$ cat src/rtl/ltc2333_acq_driver_if.sv
// LTC2333 conversion/serial-clock pin bundle: the driver owns cnv, scki and sdi;
// the readout stage observes them.
interface ltc2333_acq_driver_if;
    logic cnv;
    logic scki;
    logic sdi;

    modport master (output cnv, output scki, output sdi);
    modport slave  (input  cnv, input  scki, input  sdi);
endinterface

$ cat src/rtl/ltc2333_acq_driver.sv
// LTC2333 acquisition frame driver: cnv pulse, conversion wait, N_SCK scki periods
// with the SoftSpan/channel word on sdi, then a quiet gap. Internal or external trigger.
//
// state   | meaning
// S_IDLE  | waiting for an accepted trigger, all pins low
// S_CNV   | cnv high for CNV_HIGH_CYCLES
// S_CONV  | conversion wait, pins low, CONV_CYCLES
// S_SHIFT | scki toggling every SCK_HALF, control word on sdi
// S_QUIET | QUIET_CYCLES gap, frame_done on the last cycle
module ltc2333_acq_driver #(
    parameter int CNV_HIGH_CYCLES = 4,
    parameter int CONV_CYCLES     = 50,
    parameter int SCK_HALF        = 2,
    parameter int N_SCK           = 12,
    parameter int QUIET_CYCLES    = 4,
    parameter int OVR_W           = 16
) (
    input  logic                 clk,
    input  logic                 reset,
    input  logic                 enable,
    input  logic                 ext_trig_sel,
    input  logic                 timetrig,
    input  logic [31:0]          period,
    input  logic [3:0]           num_ch,
    input  logic [63:0]          ctrl_words,
    ltc2333_acq_driver_if.master adc,
    output logic                 busy,
    output logic                 frame_done,
    output logic [2:0]           chan_idx,
    output logic [OVR_W-1:0]     overrun_cnt
);

    localparam int TW = $clog2(CNV_HIGH_CYCLES + CONV_CYCLES + SCK_HALF + QUIET_CYCLES + 1);
    localparam int EW = $clog2(2 * N_SCK + 1);

    typedef enum logic [2:0] {S_IDLE, S_CNV, S_CONV, S_SHIFT, S_QUIET} state_t;

    state_t         state, state_nxt;
    logic [TW-1:0]  tmr, tmr_nxt;
    logic [EW-1:0]  tog_cnt, tog_nxt;
    logic           scki_r, scki_nxt;
    logic [7:0]     sh, sh_nxt;
    logic [3:0]     n_eff, n_eff_q;
    logic [31:0]    pcnt;
    logic           timetrig_q, trig_r, enable_q;
    logic           int_trig, trig_comb, tmr_zero, accept, chan_wrap;

    assign tmr_zero  = (tmr == '0);
    assign int_trig  = enable && !ext_trig_sel && (period != 32'd0) && (pcnt == period - 32'd1);
    assign trig_comb = ext_trig_sel ? (timetrig && !timetrig_q) : int_trig;
    assign n_eff     = (num_ch == 4'd0) ? 4'd1 : ((num_ch > 4'd8) ? 4'd8 : num_ch);
    assign chan_wrap = (({1'b0, chan_idx} + 4'd1) >= n_eff_q);

    assign busy       = (state != S_IDLE);
    assign frame_done = (state == S_QUIET) && tmr_zero;
    assign adc.cnv    = (state == S_CNV);
    assign adc.scki   = scki_r;
    assign adc.sdi    = (state == S_SHIFT) && sh[7];

    always_comb begin
        state_nxt = state;
        tmr_nxt   = tmr;
        tog_nxt   = tog_cnt;
        scki_nxt  = scki_r;
        sh_nxt    = sh;
        accept    = 1'b0;
        case (state)
            S_IDLE: begin
                if (trig_r && enable) begin
                    accept    = 1'b1;
                    state_nxt = S_CNV;
                    tmr_nxt   = TW'(CNV_HIGH_CYCLES - 1);
                    sh_nxt    = ctrl_words[{chan_idx, 3'b000} +: 8];
                end
            end
            S_CNV: begin
                if (tmr_zero) begin
                    state_nxt = S_CONV;
                    tmr_nxt   = TW'(CONV_CYCLES - 1);
                end else begin
                    tmr_nxt = tmr - 1'b1;
                end
            end
            S_CONV: begin
                if (tmr_zero) begin
                    state_nxt = S_SHIFT;
                    tmr_nxt   = TW'(SCK_HALF - 1);
                    tog_nxt   = '0;
                    scki_nxt  = 1'b0;
                end else begin
                    tmr_nxt = tmr - 1'b1;
                end
            end
            S_SHIFT: begin
                if (tmr_zero) begin
                    scki_nxt = ~scki_r;
                    tmr_nxt  = TW'(SCK_HALF - 1);
                    // falling scki edge moves sdi to the next lower bit
                    if (scki_r) sh_nxt = {sh[6:0], 1'b0};
                    if (tog_cnt == EW'(2 * N_SCK - 1)) begin
                        state_nxt = S_QUIET;
                        tmr_nxt   = TW'(QUIET_CYCLES - 1);
                    end else begin
                        tog_nxt = tog_cnt + 1'b1;
                    end
                end else begin
                    tmr_nxt = tmr - 1'b1;
                end
            end
            S_QUIET: begin
                if (tmr_zero) state_nxt = S_IDLE;
                else          tmr_nxt   = tmr - 1'b1;
            end
            default: state_nxt = S_IDLE;
        endcase
    end

    always_ff @(posedge clk) begin
        if (reset) begin
            state       <= S_IDLE;
            tmr         <= '0;
            tog_cnt     <= '0;
            scki_r      <= 1'b0;
            sh          <= '0;
            n_eff_q     <= '0;
            pcnt        <= '0;
            timetrig_q  <= 1'b0;
            trig_r      <= 1'b0;
            enable_q    <= 1'b0;
            chan_idx    <= '0;
            overrun_cnt <= '0;
        end else begin
            state      <= state_nxt;
            tmr        <= tmr_nxt;
            tog_cnt    <= tog_nxt;
            scki_r     <= scki_nxt;
            sh         <= sh_nxt;
            timetrig_q <= timetrig;
            trig_r     <= trig_comb;
            enable_q   <= enable;

            if (accept) n_eff_q <= n_eff;

            if (!enable || ext_trig_sel || period == 32'd0 || pcnt == period - 32'd1)
                pcnt <= '0;
            else
                pcnt <= pcnt + 32'd1;

            if (enable && !enable_q)
                chan_idx <= '0;
            else if (frame_done)
                chan_idx <= chan_wrap ? 3'd0 : chan_idx + 3'd1;

            // busy includes the frame_done cycle, so a coincident trigger is dropped
            if (trig_r && enable && busy && !(&overrun_cnt))
                overrun_cnt <= overrun_cnt + OVR_W'(1);
        end
    end

endmodule

$ cat src/flat_wrapper.sv
// flat-port wrapper written by rule: the top's interface ports become plain ports
module ltc2333_acq_driver_flat 
#(
    parameter int CNV_HIGH_CYCLES = 4,
    parameter int CONV_CYCLES     = 50,
    parameter int SCK_HALF        = 2,
    parameter int N_SCK           = 12,
    parameter int QUIET_CYCLES    = 4,
    parameter int OVR_W           = 16
)
  (clk, reset, enable, ext_trig_sel, timetrig, period, num_ch, ctrl_words, busy, frame_done, chan_idx, overrun_cnt, adc_cnv, adc_scki, adc_sdi);
  ltc2333_acq_driver_if adc_i ();
  input  logic clk;
  input  logic reset;
  input  logic enable;
  input  logic ext_trig_sel;
  input  logic timetrig;
  input  logic [31:0] period;
  input  logic [3:0] num_ch;
  input  logic [63:0] ctrl_words;
  output logic busy;
  output logic frame_done;
  output logic [2:0] chan_idx;
  output logic [OVR_W-1:0] overrun_cnt;
  output wire logic [$bits(adc_i.cnv)-1:0] adc_cnv;
  output wire logic [$bits(adc_i.scki)-1:0] adc_scki;
  output wire logic [$bits(adc_i.sdi)-1:0] adc_sdi;
  assign adc_cnv = adc_i.cnv;
  assign adc_scki = adc_i.scki;
  assign adc_sdi = adc_i.sdi;
  ltc2333_acq_driver #(.CNV_HIGH_CYCLES(CNV_HIGH_CYCLES), .CONV_CYCLES(CONV_CYCLES), .SCK_HALF(SCK_HALF), .N_SCK(N_SCK), .QUIET_CYCLES(QUIET_CYCLES), .OVR_W(OVR_W)) u_core (.clk(clk), .reset(reset), .enable(enable), .ext_trig_sel(ext_trig_sel), .timetrig(timetrig), .period(period), .num_ch(num_ch), .ctrl_words(ctrl_words), .adc(adc_i), .busy(busy), .frame_done(frame_done), .chan_idx(chan_idx), .overrun_cnt(overrun_cnt));
endmodule
$ cat config.mk
export PLATFORM = sky130hd
export DESIGN_NAME = ltc2333_acq_driver_flat
export DESIGN_NICKNAME = d
export VERILOG_FILES = /design/src/rtl/ltc2333_acq_driver_if.sv /design/src/rtl/ltc2333_acq_driver.sv /design/src/flat_wrapper.sv
export SDC_FILE = /design/constraint.sdc
export NUM_CORES = 1
export LEC_CHECK = 0
export CORE_MARGIN = 2
export CORE_UTILIZATION = 30
export DETAILED_ROUTE_END_ITERATION = 6
export PLACE_DENSITY_LB_ADDON = 0.1
export SLEW_MARGIN = 20
export SYNTH_ARGS = -nofsm -noshare
export SYNTH_HDL_FRONTEND = slang
export SYNTH_SLANG_ARGS = --single-unit
$ cat constraint.sdc
create_clock -name clk -period 3.7 [get_ports clk]
set_clock_uncertainty 0.15 [all_clocks]
set_input_delay 0.74 -clock clk [delete_from_list [all_inputs] [get_ports clk]]
set_output_delay 0.74 -clock clk [all_outputs]
set_load 0.005 [all_outputs]
==> run metrics, run 1 <==
critical path class in2reg; HP Class reg2reg; GRT Overall Usage 0.162; Port Buffers 128; Post-synth EDFFs 0; DRC errors left 0; wire length on met1 7670 µm; most frequent cells in the layout 128 x clkdlybuf4s50_1, 90 x nor2_1, 81 x dfxtp_1; worst vdd ir 0.183 mV; vias in the first global route 5394; share of layout cells above drive strength 1 0.140; die width 142 µm; final setup vio count 0; period utilization 0.947; max_slew headroom 0.569; max incr delay on CP 0.57 ns; RSZ-0062 raised after global routing no; largest net degree at the start of global routing 44; Fmax 285 MHz; area of the core 18600 µm²; Die Height 142 µm; ys flop type dfxtp_1; Cells on Worst Hold Path 2; diode count 0; multi-input logic area 3860 µm²; Hold Crit Start u_core.sh[0]$_SDFFE_PP0P_; reg2reg setup slack 0.96 ns; commonest non-fill, non-tap cell in the layout clkdlybuf4s50_1; Die ar. 20000 µm²; Fin. Hold Viols 0; Area Growth Syn to Fin 38.5%; post-synth cell types 63; DR WL/cell 15.4 µm; IO Count 129; first-pass GRT wire length 26700 µm; cell row count 50; syn_nets 771; cells on worst reg2reg path 9; total gr overflow 0; Seq cells post-synth 81; Cells after Synth 656; worst flop-to-flop path startpoint u_core.tmr[0]$_SDFFE_PP0P_; Synth area leader dfxtp_1; synthesized area 5670 µm²; Post-synth ARST share 0; hpwl dp 12700 µm; layout net count 930; CP Data Arrival Time 3.55 ns; Root Buffer clkbuf_16; routed wl met2 7510 µm; slowest stage cell, crit path or4_1; Pwr Density 304 nW/µm²; number of fill cells 1864; Slew Viols, Final 0; met3 WL 944 µm; top cell type's share of synthesized area 0.286; Critical Path Start Type input pin; final wirelength 16200 µm; # clock sinks 81; initial antenna violation count 1; clock tree buffer depth 2; vias per cell 5.17; top sig layer met4; via count 5450; synth warn 0; initial DRC count 267; Setup WS post-layout 0.195 ns; Worst Tran Pin Value 0.637 ns; starting density of the core 0.304; register area share after synthesis 0.286; Pre-antenna DRT Iters 7; clk slew on worst S/H paths 0.06 ns; CTS tree built; Post-CTS Repair Setup Buffers 0; largest cells by area after synthesis dfxtp_1 29%, xor2_1 7.3%, mux4_2 6.4%; ANT nets after route 0; Post-Synthesis Mean Instance Area 8.65 µm²; worst path required time 3.75 ns; Critical Path, Cell by Cell clkdlybuf4s50_1 > inv_1 > ha_1 > nor2b_1 > nand4b_1 > xnor2_1 > or4_1 > or4_4 > nor4_4 > buf_6 > nor4_1; Reg2Reg Capture Point u_core.chan_idx[2]$_SDFFE_PP0P_; pre-CTS setup slack -0.246 ns; status complete, no violations; Design Power 2.39 mW; # H-tree levels 3; Crit. End Element flip-flop; Worst-Skew Late Latency 0.34 ns; worst-path fanout max 15; Register Area 1620 µm²; Lkg Pwr 2.81 nW; cts bufs inserted 9; Hold Path End u_core.sh[0]$_SDFFE_PP0P_; Final GP Congestion 0.806; Max-cap violations 0; fin crit period 3.51 ns; worst hold margin 0.328 ns
==> flip-flops by register name, summed over array words and instances (netlist names), 3 cells and up <==
name                count
u_core.pcnt            32
u_core.tog_cnt          5
u_core.overrun_cnt     16
u_core.chan_idx         3
u_core.n_eff_q          4
u_core.state            3
u_core.sh               8
u_core.tmr              6
==> what timing repair did <==
action	in CTS	in global routing
endpoints found under the setup margin	0	32
hold buffers	0	0
resized for setup	0	6
==> through the flow <==
stage                      util  instance area, µm²  cells  TNS (ns)
final                     0.422                7860   1054         0
after global routing      0.422                7860   1054         0
after CTS                 0.420                7830   1054         0
after detailed placement  0.401                7480   1038     -6.96
after global placement    0.401                7480   1038     -6.85
after floorplan               -                5670    656         0
==> final cells by class <==
cell class | count | area share
flip-flops and latches | 81 | 0.206
clock buffers | 12 | 0.0314
well taps | 234 | 0.0372
clock inverters | 4 | 0.0126
multi-input cells | 529 | 0.492
inverters | 13 | 0.00621
repair buffers | 181 | 0.215
==> routing by layer <==
layer  track usage  up-vias
met5             0        -
li1              -     2724
met1         0.214     2583
met3        0.0415       11
met2         0.271      132
met4        0.0274        0
==> worst max-delay path: cells and delay by family <==
kind | cells | cell delay (ns)
simple gates | 6 | 1.70
fa+ha+maj | 1 | 0.19
buf+inv | 3 | 0.78
xor+xnor | 1 | 0.14
==> power by group <==
group	total (mW)	switching (mW)	internal (mW)	leakage (nW)
Combinational	0.445	0.201	0.244	1.99
Sequential	0.910	0.0215	0.888	0.654
Clock	1.04	0.356	0.681	0.167
==> worst max-delay path by stage <==
stage	startpoint	to	slack, ns
final	period[0]	u_core.pcnt[20]$_SDFF_PP0_	0.19
after global routing	period[0]	u_core.pcnt[31]$_SDFF_PP0_	0.03
after CTS	period[3]	u_core.pcnt[20]$_SDFF_PP0_	0.09
after detailed placement	period[3]	u_core.pcnt[20]$_SDFF_PP0_	-0.25
after global placement	period[3]	u_core.pcnt[31]$_SDFF_PP0_	-0.24
after floorplan	period[3]	u_core.pcnt[14]$_SDFF_PP0_	0.39
==> cell usage after synthesis (10+ instances only) <==
cell,n
nand3_1,36
and3_1,13
and4_1,10
mux2i_1,23
nor4_2,10
nor2_1,90
a21oi_1,27
ha_1,10
xnor2_1,40
nor3_1,12
clkbuf_1,22
inv_1,13
nor4_1,25
xor2_1,47
o21ai_0,12
nand2b_1,14
nand4_1,13
nand2_1,33
dfxtp_1,81
mux4_2,16
==> logic make-up (layout without fill, tap and decap cells) <==
logic type	count (synthesis)	count (layout)	share of synthesized area
muxes	41	41	0.108
DFF	81	81	0.286
and+or+nand+nor	313	313	0.320
xor gates and xnor gates	88	88	0.139
adders and majority gates	10	10	0.0221
buffers and inverters	46	210	0.0386
AOI/OAI and AO/OA	77	77	0.0867
No activity file was read; power rests on OpenSTA's default activity.
==> run 2: changes to the inputs <==
--- a/config.mk
+++ b/config.mk
@@ -6,7 +6,7 @@
 export NUM_CORES = 1
 export LEC_CHECK = 0
 export CORE_MARGIN = 2
-export CORE_UTILIZATION = 30
+export CORE_UTILIZATION = 51
 export DETAILED_ROUTE_END_ITERATION = 6
 export PLACE_DENSITY_LB_ADDON = 0.1
 export SLEW_MARGIN = 20
==> run 2 against run 1 <==
Compared with the run above:
- cell count fell by 9.7%
- cell area fell by 4.1%
- critical endpoint is now u_core.pcnt[10]$_SDFF_PP0_
- clock power fell by 37%
- routed wire length fell by 4.6%
- highest routed layer unchanged
- global-route usage rose by 9.7 points
- via count fell by 0.13%
- clock-buffer cell count fell by 1
- critical path depth did not move
==> run metrics, run 2 (same netlist as run 1, synthesis figures left out) <==
final core utilization 0.696; cts bufs inserted 9; Max-cap violations 0; CTS tree built; number of fill cells 904; clk slew on worst S/H paths 0.07 ns; die width 109 µm; worst-path fanout max 32; clock tree buffer depth 2; via count 5443; DRC errors left 0; Pre-antenna DRT Iters 5; critical path class in2reg; GRT Overall Usage 0.259; IO Count 129; largest net degree at the start of global routing 44; first-pass GRT wire length 24900 µm; final wirelength 15500 µm; Die ar. 12000 µm²; ANT nets after route 0; final setup vio count 0; vias in the first global route 5232; Die Height 109 µm; DP Cell Count 936; share of layout cells above drive strength 1 0.132; Final GP Congestion 0.882; worst path required time 3.77 ns; vias per cell 5.72; period utilization 0.952; layout net count 922; top flop regs u_core.pcnt x32, u_core.overrun_cnt x16, u_core.sh x8; max FFs per register 32; total gr overflow 0; largest register by flop count u_core.pcnt; total negative slack 0 ns; area of the core 10800 µm²; HP Class reg2reg; Worst-Skew Late Latency 0.35 ns; diode count 0; fin crit period 3.52 ns; Port Buffers 128; DR WL/cell 16.3 µm; Worst Tran Pin Value 0.764 ns; Area Growth Syn to Fin 32.9%; Pwr Density 266 nW/µm²; Slew Viols, Final 0; # H-tree levels 3; Critical Path Start Type input pin; Crit. End Element flip-flop; initial antenna violation count 0; Fmax 284 MHz; Lkg Pwr 2.70 nW; Fin. Hold Viols 0; starting density of the core 0.523; commonest non-fill, non-tap cell in the layout clkdlybuf4s50_1; # clock sinks 81; cell row count 38; max_slew headroom 0.489; worst vdd ir 0.303 mV; Final Non-Filler Cells 952; CP Data Arrival Time 3.60 ns; RSZ-0062 raised after global routing no; status complete, no violations; Post-CTS Repair Setup Buffers 0; most frequent cells in the layout 128 x clkdlybuf4s50_1, 90 x nor2_1, 81 x dfxtp_1; Root Buffer clkbuf_8; hpwl dp 12100 µm; initial DRC count 270
## run 2: changes by cell type in the layout (fill, tap and decap cells not counted), sizes merged
| cell | change |
|---|---|
| bufinv | -2 |
| clkbuf | -1 |
| clkinv | +4 |
| inv | -1 |
| buf | -8 |
## run 2: layer usage
| layer | routed length, µm | vias up | GRT usage |
|---|---|---|---|
| li1 | - | 2709 | - |
| met1 | 7190 | 2625 | 0.349 |
| met2 | 7670 | 102 | 0.436 |
| met3 | 552 | 7 | 0.0516 |
| met4 | 76 | 0 | 0.0443 |
| met5 | 0 | - | 0 |
## run 2: final timing paths
kind,start,endpoint,slack [ns],depth (start not counted)
worst max-delay path,period[0],u_core.pcnt[10]$_SDFF_PP0_,0.18,11
worst min-delay path,u_core.sh[0]$_SDFFE_PP0P_,u_core.sh[0]$_SDFFE_PP0P_,0.35,2
worst max register to register,u_core.tmr[0]$_SDFFE_PP0P_,u_core.sh[2]$_SDFFE_PP0P_,0.86,8
worst min register to register,u_core.sh[0]$_SDFFE_PP0P_,u_core.sh[0]$_SDFFE_PP0P_,0.35,2
## run 2: worst max-delay path, cell delays in order
cell and delay, ns:
clkdlybuf4s50_1 0.49, inv_1 0.09, ha_1 0.18, nor2b_1 0.18
nand4b_1 0.13, xnor2_1 0.14, or4_1 0.56, or4_1 0.56
nor4_4 0.22, buf_12 0.24, nor4_1 0.08
## run 2: final cells by class
class / count / area, µm² / area share
Clock inverter: 5 / 53.8 / 0.00714
Timing Repair Buffer: 173 / 1640 / 0.218
Clock buffer: 11 / 151 / 0.0201
Inverter: 13 / 48.8 / 0.00647
Tap cell: 140 / 175 / 0.0232
Sequential cell: 81 / 1620 / 0.215
Multi-Input combinational cell: 529 / 3840 / 0.510
## run 2: what timing repair did
item,in CTS,in global routing
setup endpoints to repair,0,1
endpoints found under the hold margin,0,0
gates resized for setup,0,1
hold buffers,0,0
## run 2: report_power, final
part / switching (mW) / leakage [nW] / internal, mW
registers: 0.0215 / 0.654 / 0.887
clock network: 0.311 / 0.109 / 0.346
logic: 0.200 / 1.94 / 0.239
total: 0.533 / 2.70 / 1.47
## run 2: per-stage QoR
| stage | area (µm²) | hold WS [ns] | total power [mW] | setup slack (ns) |
|---|---|---|---|---|
| 5_1_grt | 7540 | 0.371 | 2.09 | 0.0223 |
| 6_report | 7540 | 0.355 | 2.01 | 0.177 |
| 3_5_place_dp | 7330 | 0.340 | 1.36 | -0.166 |
| 3_3_place_gp | 7330 | 0.314 | 1.35 | -0.100 |
| 4_1_cts | 7530 | 0.355 | 2.02 | 0.160 |
| 2_1_floorplan | 5670 | 0.300 | 1.14 | 0.388 |
==> run 3: changes to the inputs <==
--- a/config.mk
+++ b/config.mk
@@ -5,8 +5,11 @@
 export SDC_FILE = /design/constraint.sdc
 export NUM_CORES = 1
 export LEC_CHECK = 0
+export ABC_AREA = 1
+export CAP_MARGIN = 30
 export CORE_MARGIN = 2
-export CORE_UTILIZATION = 51
+export CORE_UTILIZATION = 52
+export CTS_CLUSTER_SIZE = 28
 export DETAILED_ROUTE_END_ITERATION = 6
 export PLACE_DENSITY_LB_ADDON = 0.1
 export SLEW_MARGIN = 20
==> run 3 against run 2 <==
Compared with the run above:
- cell area increased by 2.3%
- register-to-register slack improved by 0.33 ns
- worst hold slack worse by 0.033 ns
- global-route usage increased by 0.27 points
- combinational power rose by 110%
- sequential power grew 12%
- worst setup slack better by 0.45 ns
- sequential cell count stayed put
- critical endpoint is now frame_done
- largest cell class unchanged
==> run metrics, run 3 <==
status complete, no violations; post-synth cell types 40; total negative slack 0 ns; pre-CTS setup slack 0.375 ns; area of the core 11300 µm²; synth warn 0; max FFs per register 32; largest register by flop count u_core.pcnt; Setup WS post-layout 0.626 ns; initial DRC count 389; Pre-antenna DRT Iters 5; synthesized area 5990 µm²; Worst-Skew Late Latency 0.35 ns; IO Count 129; starting density of the core 0.529; Critical Path Start Type flip-flop; HP Class reg2reg; clock tree buffer depth 2; syn_nets 1070; # H-tree levels 3; final wirelength 16300 µm; number of fill cells 1049; slowest stage cell, crit path clkdlybuf4s50_1; Worst Tran Pin Value 0.649 ns; vias in the first global route 5819; DR WL/cell 13.3 µm; Fmax 325 MHz; CTS tree built; largest cells by area after synthesis dfxtp_1 27%, nand2_1 12%, nor2_1 11%; commonest non-fill, non-tap cell in the layout nand2_1; Area Growth Syn to Fin 28.9%; die width 111 µm; reg2reg setup slack 1.19 ns; worst vdd ir 0.206 mV; Die ar. 12400 µm²; RSZ-0062 raised after global routing no; fin crit period 3.07 ns; GRT Overall Usage 0.262; Pwr Density 382 nW/µm²; CTS Hold Bufs 0; Post-synth ARST share 0; Die Height 111 µm; diode count 0; cts bufs inserted 9; top flop regs u_core.pcnt x32, u_core.overrun_cnt x16, u_core.sh x8; Fin. Hold Viols 0; clk slew on worst S/H paths 0.06 ns; final setup vio count 0; top cell type's share of synthesized area 0.271; max_slew headroom 0.563; Seq cells post-synth 81; top cells by count, synth 184 x nand2_1, 169 x nor2_1, 122 x inv_1; Synth area leader dfxtp_1; CP Data Arrival Time 2.18 ns; via count 6392; Root Buffer clkbuf_16; Max-cap violations 0; Buf/Inv on CP 2; Critical Path, Cell by Cell inv_1 > ha_1 > nand2_1 > nor2_1 > nand2_1 > nor2_1 > clkdlybuf4s50_1; post-cts sizing count 0; most common cell in the netlist nand2_1; Post-CTS Repair Setup Buffers 0; Crit. End Element output port; most frequent cells in the layout 184 x nand2_1, 169 x nor2_1, 128 x clkdlybuf4s50_1; register area share after synthesis 0.271; worst hold margin 0.322 ns; worst path required time 2.81 ns; Post-Synthesis Mean Instance Area 6.27 µm²; Port Buffers 128; Slew Viols, Final 0; DRC errors left 0; total gr overflow 0; share of layout cells above drive strength 1 0.0728; # clock sinks 81; layout net count 1195; period utilization 0.831; cell row count 39; vias per cell 5.21; ANT nets after route 0; worst-path fanout max 8; critical path class reg2out; max incr delay on CP 0.56 ns; Cells after Synth 955; ys flop type dfxtp_1; Lkg Pwr 3.01 nW; Largest delay share family, worst path simple AND/OR/NAND/NOR gates; first-pass GRT wire length 26800 µm; initial antenna violation count 0; Final GP Congestion 0.974; largest net degree at the start of global routing 36; hpwl dp 12800 µm; Post-synth EDFFs 0
-- run 3: final timing paths --
| check | to | cells after the start | start |
|---|---|---|---|
| max | frame_done | 7 | u_core.tmr[0]$_SDFFE_PP0P_ |
| min | u_core.pcnt[0]$_SDFF_PP0_ | 1 | u_core.pcnt[0]$_SDFF_PP0_ |
| max reg2reg | u_core.chan_idx[0]$_SDFFE_PP0P_ | 11 | u_core.chan_idx[0]$_SDFFE_PP0P_ |
| min reg2reg | u_core.pcnt[0]$_SDFF_PP0_ | 1 | u_core.pcnt[0]$_SDFF_PP0_ |
-- run 3: through the flow --
stage          utilization  cells  power [mW]  area (µm²)
2_1_floorplan            -    955        1.65        5990
3_3_place_gp         0.653   1212        1.95        7390
3_5_place_dp         0.653   1212        1.98        7390
4_1_cts              0.682   1228        2.97        7720
5_1_grt              0.682   1228        3.14        7720
6_report             0.682   1228        2.95        7720
-- run 3: report_power, final --
part | leakage, nW | internal [mW] | total [mW] | switching, mW
registers | 0.656 | 0.965 | 1.02 | 0.0588
logic | 2.19 | 0.372 | 0.936 | 0.565
clock network | 0.158 | 0.599 | 0.990 | 0.391
-- run 3: cell families (layout without fill, tap and decap cells) --
group	after synthesis	in the layout	synth area share
adder cells (fa/ha/maj)	10	10	0.0209
buffers and inverters	147	277	0.101
flip-flops	81	81	0.271
AO/OA/AOI/OAI	153	153	0.142
XOR/XNOR	68	68	0.0995
AND/OR/NAND/NOR	496	496	0.366
-- run 3: final cells by class --
type / instances / area, µm² / area share
well taps: 143 / 179 / 0.0232
repair buffers: 137 / 1360 / 0.176
clock buffers: 9 / 225 / 0.0292
clock inverters: 7 / 101 / 0.0131
multi-input cells: 727 / 3760 / 0.488
inverters: 124 / 465 / 0.0603
flip-flops and latches: 81 / 1620 / 0.210
-- run 3: metal layers --
layer | wire [µm] | track usage
met1 | 7220 | 0.331
met2 | 7880 | 0.457
met3 | 896 | 0.0350
met4 | 287 | 0.0922
met5 | 0 | 0
==> RTL change (flow settings as in run 1) <==
`N_SCK` is set to 12 in 2 places; all go to 13.
--- a/src/rtl/ltc2333_acq_driver.sv
+++ b/src/rtl/ltc2333_acq_driver.sv
@@ -11,7 +11,7 @@
     parameter int CNV_HIGH_CYCLES = 4,
     parameter int CONV_CYCLES     = 50,
     parameter int SCK_HALF        = 2,
-    parameter int N_SCK           = 12,
+    parameter int N_SCK           = 13,
     parameter int QUIET_CYCLES    = 4,
     parameter int OVR_W           = 16
 ) (
--- a/src/flat_wrapper.sv
+++ b/src/flat_wrapper.sv
@@ -4,7 +4,7 @@
     parameter int CNV_HIGH_CYCLES = 4,
     parameter int CONV_CYCLES     = 50,
     parameter int SCK_HALF        = 2,
-    parameter int N_SCK           = 12,
+    parameter int N_SCK           = 13,
     parameter int QUIET_CYCLES    = 4,
     parameter int OVR_W           = 16
 )
Function: same outputs for any inputs over 10 cycles, from zero or initial values and one cycle with reset high; that may be too few to reach the edited logic, so the function may still have changed.
==> RTL change against run 1 <==
  * Design area shrank 2.0%
  * Routed wire length is 4.6% higher
  * Die area shrank 0.47%
  * Area after synthesis is 0.49% lower
  * Critical path depth fell by 4
  * Maximum frequency grew 0.39%
  * Worst hold slack worse by 21 ps
  * Register-to-register slack worse by 30 ps
  * Non-clock buffer count shrank 6
  * Setup slack better by 14 ps
  * Power fell by 7.3%
  * Sequential cell count stayed put
  * Critical path type is now flop to primary output
  * Largest power group is now registers
  * Highest routed layer unchanged
==> RTL change: results (changes against run 1) <==
status = completed (unchanged)
Crit path arrival time = 2600 ps (was 3550 ps)
largest net degree at the start of global routing = 44 (unchanged)
routability cong. = 0.836 (was 0.806)
Post-synth top cells = 108 x nor2_1, 81 x dfxtp_1, 60 x nand2_1 (was 90 x nor2_1, 81 x dfxtp_1, 47 x xor2_1)
first-pass GRT wire length = 27.8 mm (was 26.7 mm)
WL/cell = 15.7 µm (was 15.4 µm)
Final Hold Fails = 0 (unchanged)
share of cells above drive strength 1 = 11.9% (was 14.0%)
initial antenna violation count = 0 (was 1)
clock transition at the registers of the reported paths = 70 ps
syn_nets = 806 (was 771)
CTS buffer count = 9 (unchanged)
hpwl dp = 13.3 mm (was 12.7 mm)
Net count, final = 960 (was 930)
vias = 5529 (was 5450)
H-tree depth = 3 (unchanged)
Critical Path Fanout Max = 5 (was 15)
worst slack at placement = -107 ps (was -246 ps)
vias in the first global route = 5637 (was 5394)
RR Startpoint = u_core.tmr[0] (unchanged)
worst hold path depth = 2 (unchanged)
sequential share of the synthesized area = 28.7% (was 28.6%)
Clock Latency Late Sink = 350 ps
ANT cells = 0 (unchanged)
Synth Warn # = 0 (unchanged)
post-synth cell types = 63 (unchanged)
Hold Crit Endpoint = u_core.n_eff_q[1] (was u_core.sh[0])
Sw Share = 28.5% (was 24.2%)
crit-path leading delay family = simple AND/OR/NAND/NOR gates (unchanged)
CP peak stage delay = 640 ps (was 570 ps)
Slowest-stage cell, CP = or4b_2 (was or4_1)
Register-to-Register Setup Slack = 930 ps (was 960 ps)
Max VDD drop = 0.000210 V (was 0.000183 V)
# fillers = 1863 (was 1864)
All-Layer GR Usage = 17.3% (was 16.2%)
RR Endpoint = u_core.chan_idx[2] (unchanged)
biggest regs = u_core.pcnt: 32 flops, u_core.overrun_cnt: 16 flops, u_core.sh: 8 flops (unchanged)
HP Start = u_core.n_eff_q[1] (was u_core.sh[0])
Iter 0 DRT Violations = 251 (was 267)
Synth area leaders = dfxtp_1 29%, xnor2_1 7.4%, nor2_1 7.2% (was dfxtp_1 29%, xor2_1 7.3%, mux4_2 6.4%)
relative slew slack = 43.5% (was 56.9%)
Lkg Pwr = 2.78 nW (was 2.81 nW)
FF-to-FF path depth = 9 (unchanged)
Pre-antenna DRT Iters = 4 (was 7)
==> RTL change: cell count changes after synthesis, sizes merged, moves of 8 or more <==
cell,before,now
nor3,13,24
nor4,38,23
nand4,13,26
xnor2,40,48
nand2,33,60
xor2,47,36
mux2i,23,12
nor2,91,108
==> RTL change: through the flow <==
stage | util (%) | instance area, µm² | TNS, ps | cells | hold slack, ps
floorplan | - | 5650 | 0 | 690 | 282
global placement | 39.9 | 7420 | -503 | 1067 | 295
detailed placement | 39.9 | 7420 | -2120 | 1067 | 302
CTS | 41.4 | 7700 | 0 | 1083 | 312
global route | 41.5 | 7700 | 0 | 1083 | 329
finish | 41.5 | 7700 | 0 | 1083 | 307
==> RTL change: worst reg2reg max path, delay by kind of cell, from the launching register on <==
| kind | cells | cell delay (ps) |
|---|---|---|
| buffers and inverters | 1 | 70 |
| AND/OR/NAND/NOR | 4 | 1230 |
| adder cells (fa/ha/maj) | 1 | 200 |
| AO/OA/AOI/OAI | 3 | 730 |
| flip-flops | 1 | 350 |
==> RTL change: final cells by class <==
class,instances,area (µm²),share of cell area (%)
Multi-Input combinational cell,561,3810,49.5
Timing Repair Buffer,175,1630,21.2
Sequential cell,81,1620,21.0
Tap cell,234,293,3.80
Clock buffer,9,225,2.92
Inverter,16,60.1,0.780
Clock inverter,7,55.1,0.715
==> RTL change: worst max-delay path by stage <==
| stage | slack, ps | startpoint | cells after the start | endpoint |
|---|---|---|---|---|
| 3_5_place_dp | -110 | period[24] | 10 | u_core.pcnt[17] |
| 6_report | 210 | u_core.tmr[0] | 7 | frame_done |
| 3_3_place_gp | -30 | period[24] | 9 | u_core.pcnt[14] |
| 2_1_floorplan | 540 | period[3] | 9 | u_core.trig_r |
| 4_1_cts | 180 | u_core.tmr[0] | 7 | frame_done |
| 5_1_grt | 50 | u_core.tmr[0] | 7 | frame_done |
==> RTL change: cells by family after synthesis <==
logic type | after synthesis | share of synthesized area, %
simple gates | 340 | 31.3
compound gates | 98 | 12.2
xor+xnor | 84 | 13.0
flops | 81 | 28.7
buf+inv | 48 | 3.86
mux | 28 | 8.51
fa+ha+maj | 11 | 2.44
==> RTL change: power groups by stage <==
stage	clock network, W	logic [W]	registers [W]
after detailed placement	0	0.000433	0.000929
after global routing	0.000938	0.000479	0.000913
final	0.000870	0.000437	0.000910
after floorplan	0	0.000214	0.000921
after global placement	0	0.000426	0.000929
after CTS	0.000903	0.000435	0.000909
==> RTL change: per-layer routing <==
metal | vias up | wire length [µm] | track usage (%)
li1 | 2797 | - | -
met1 | 2624 | 7590 | 20.6
met2 | 89 | 8680 | 31.6
met3 | 19 | 437 | 3.09
met4 | 0 | 285 | 5.42
met5 | - | 0 | 0
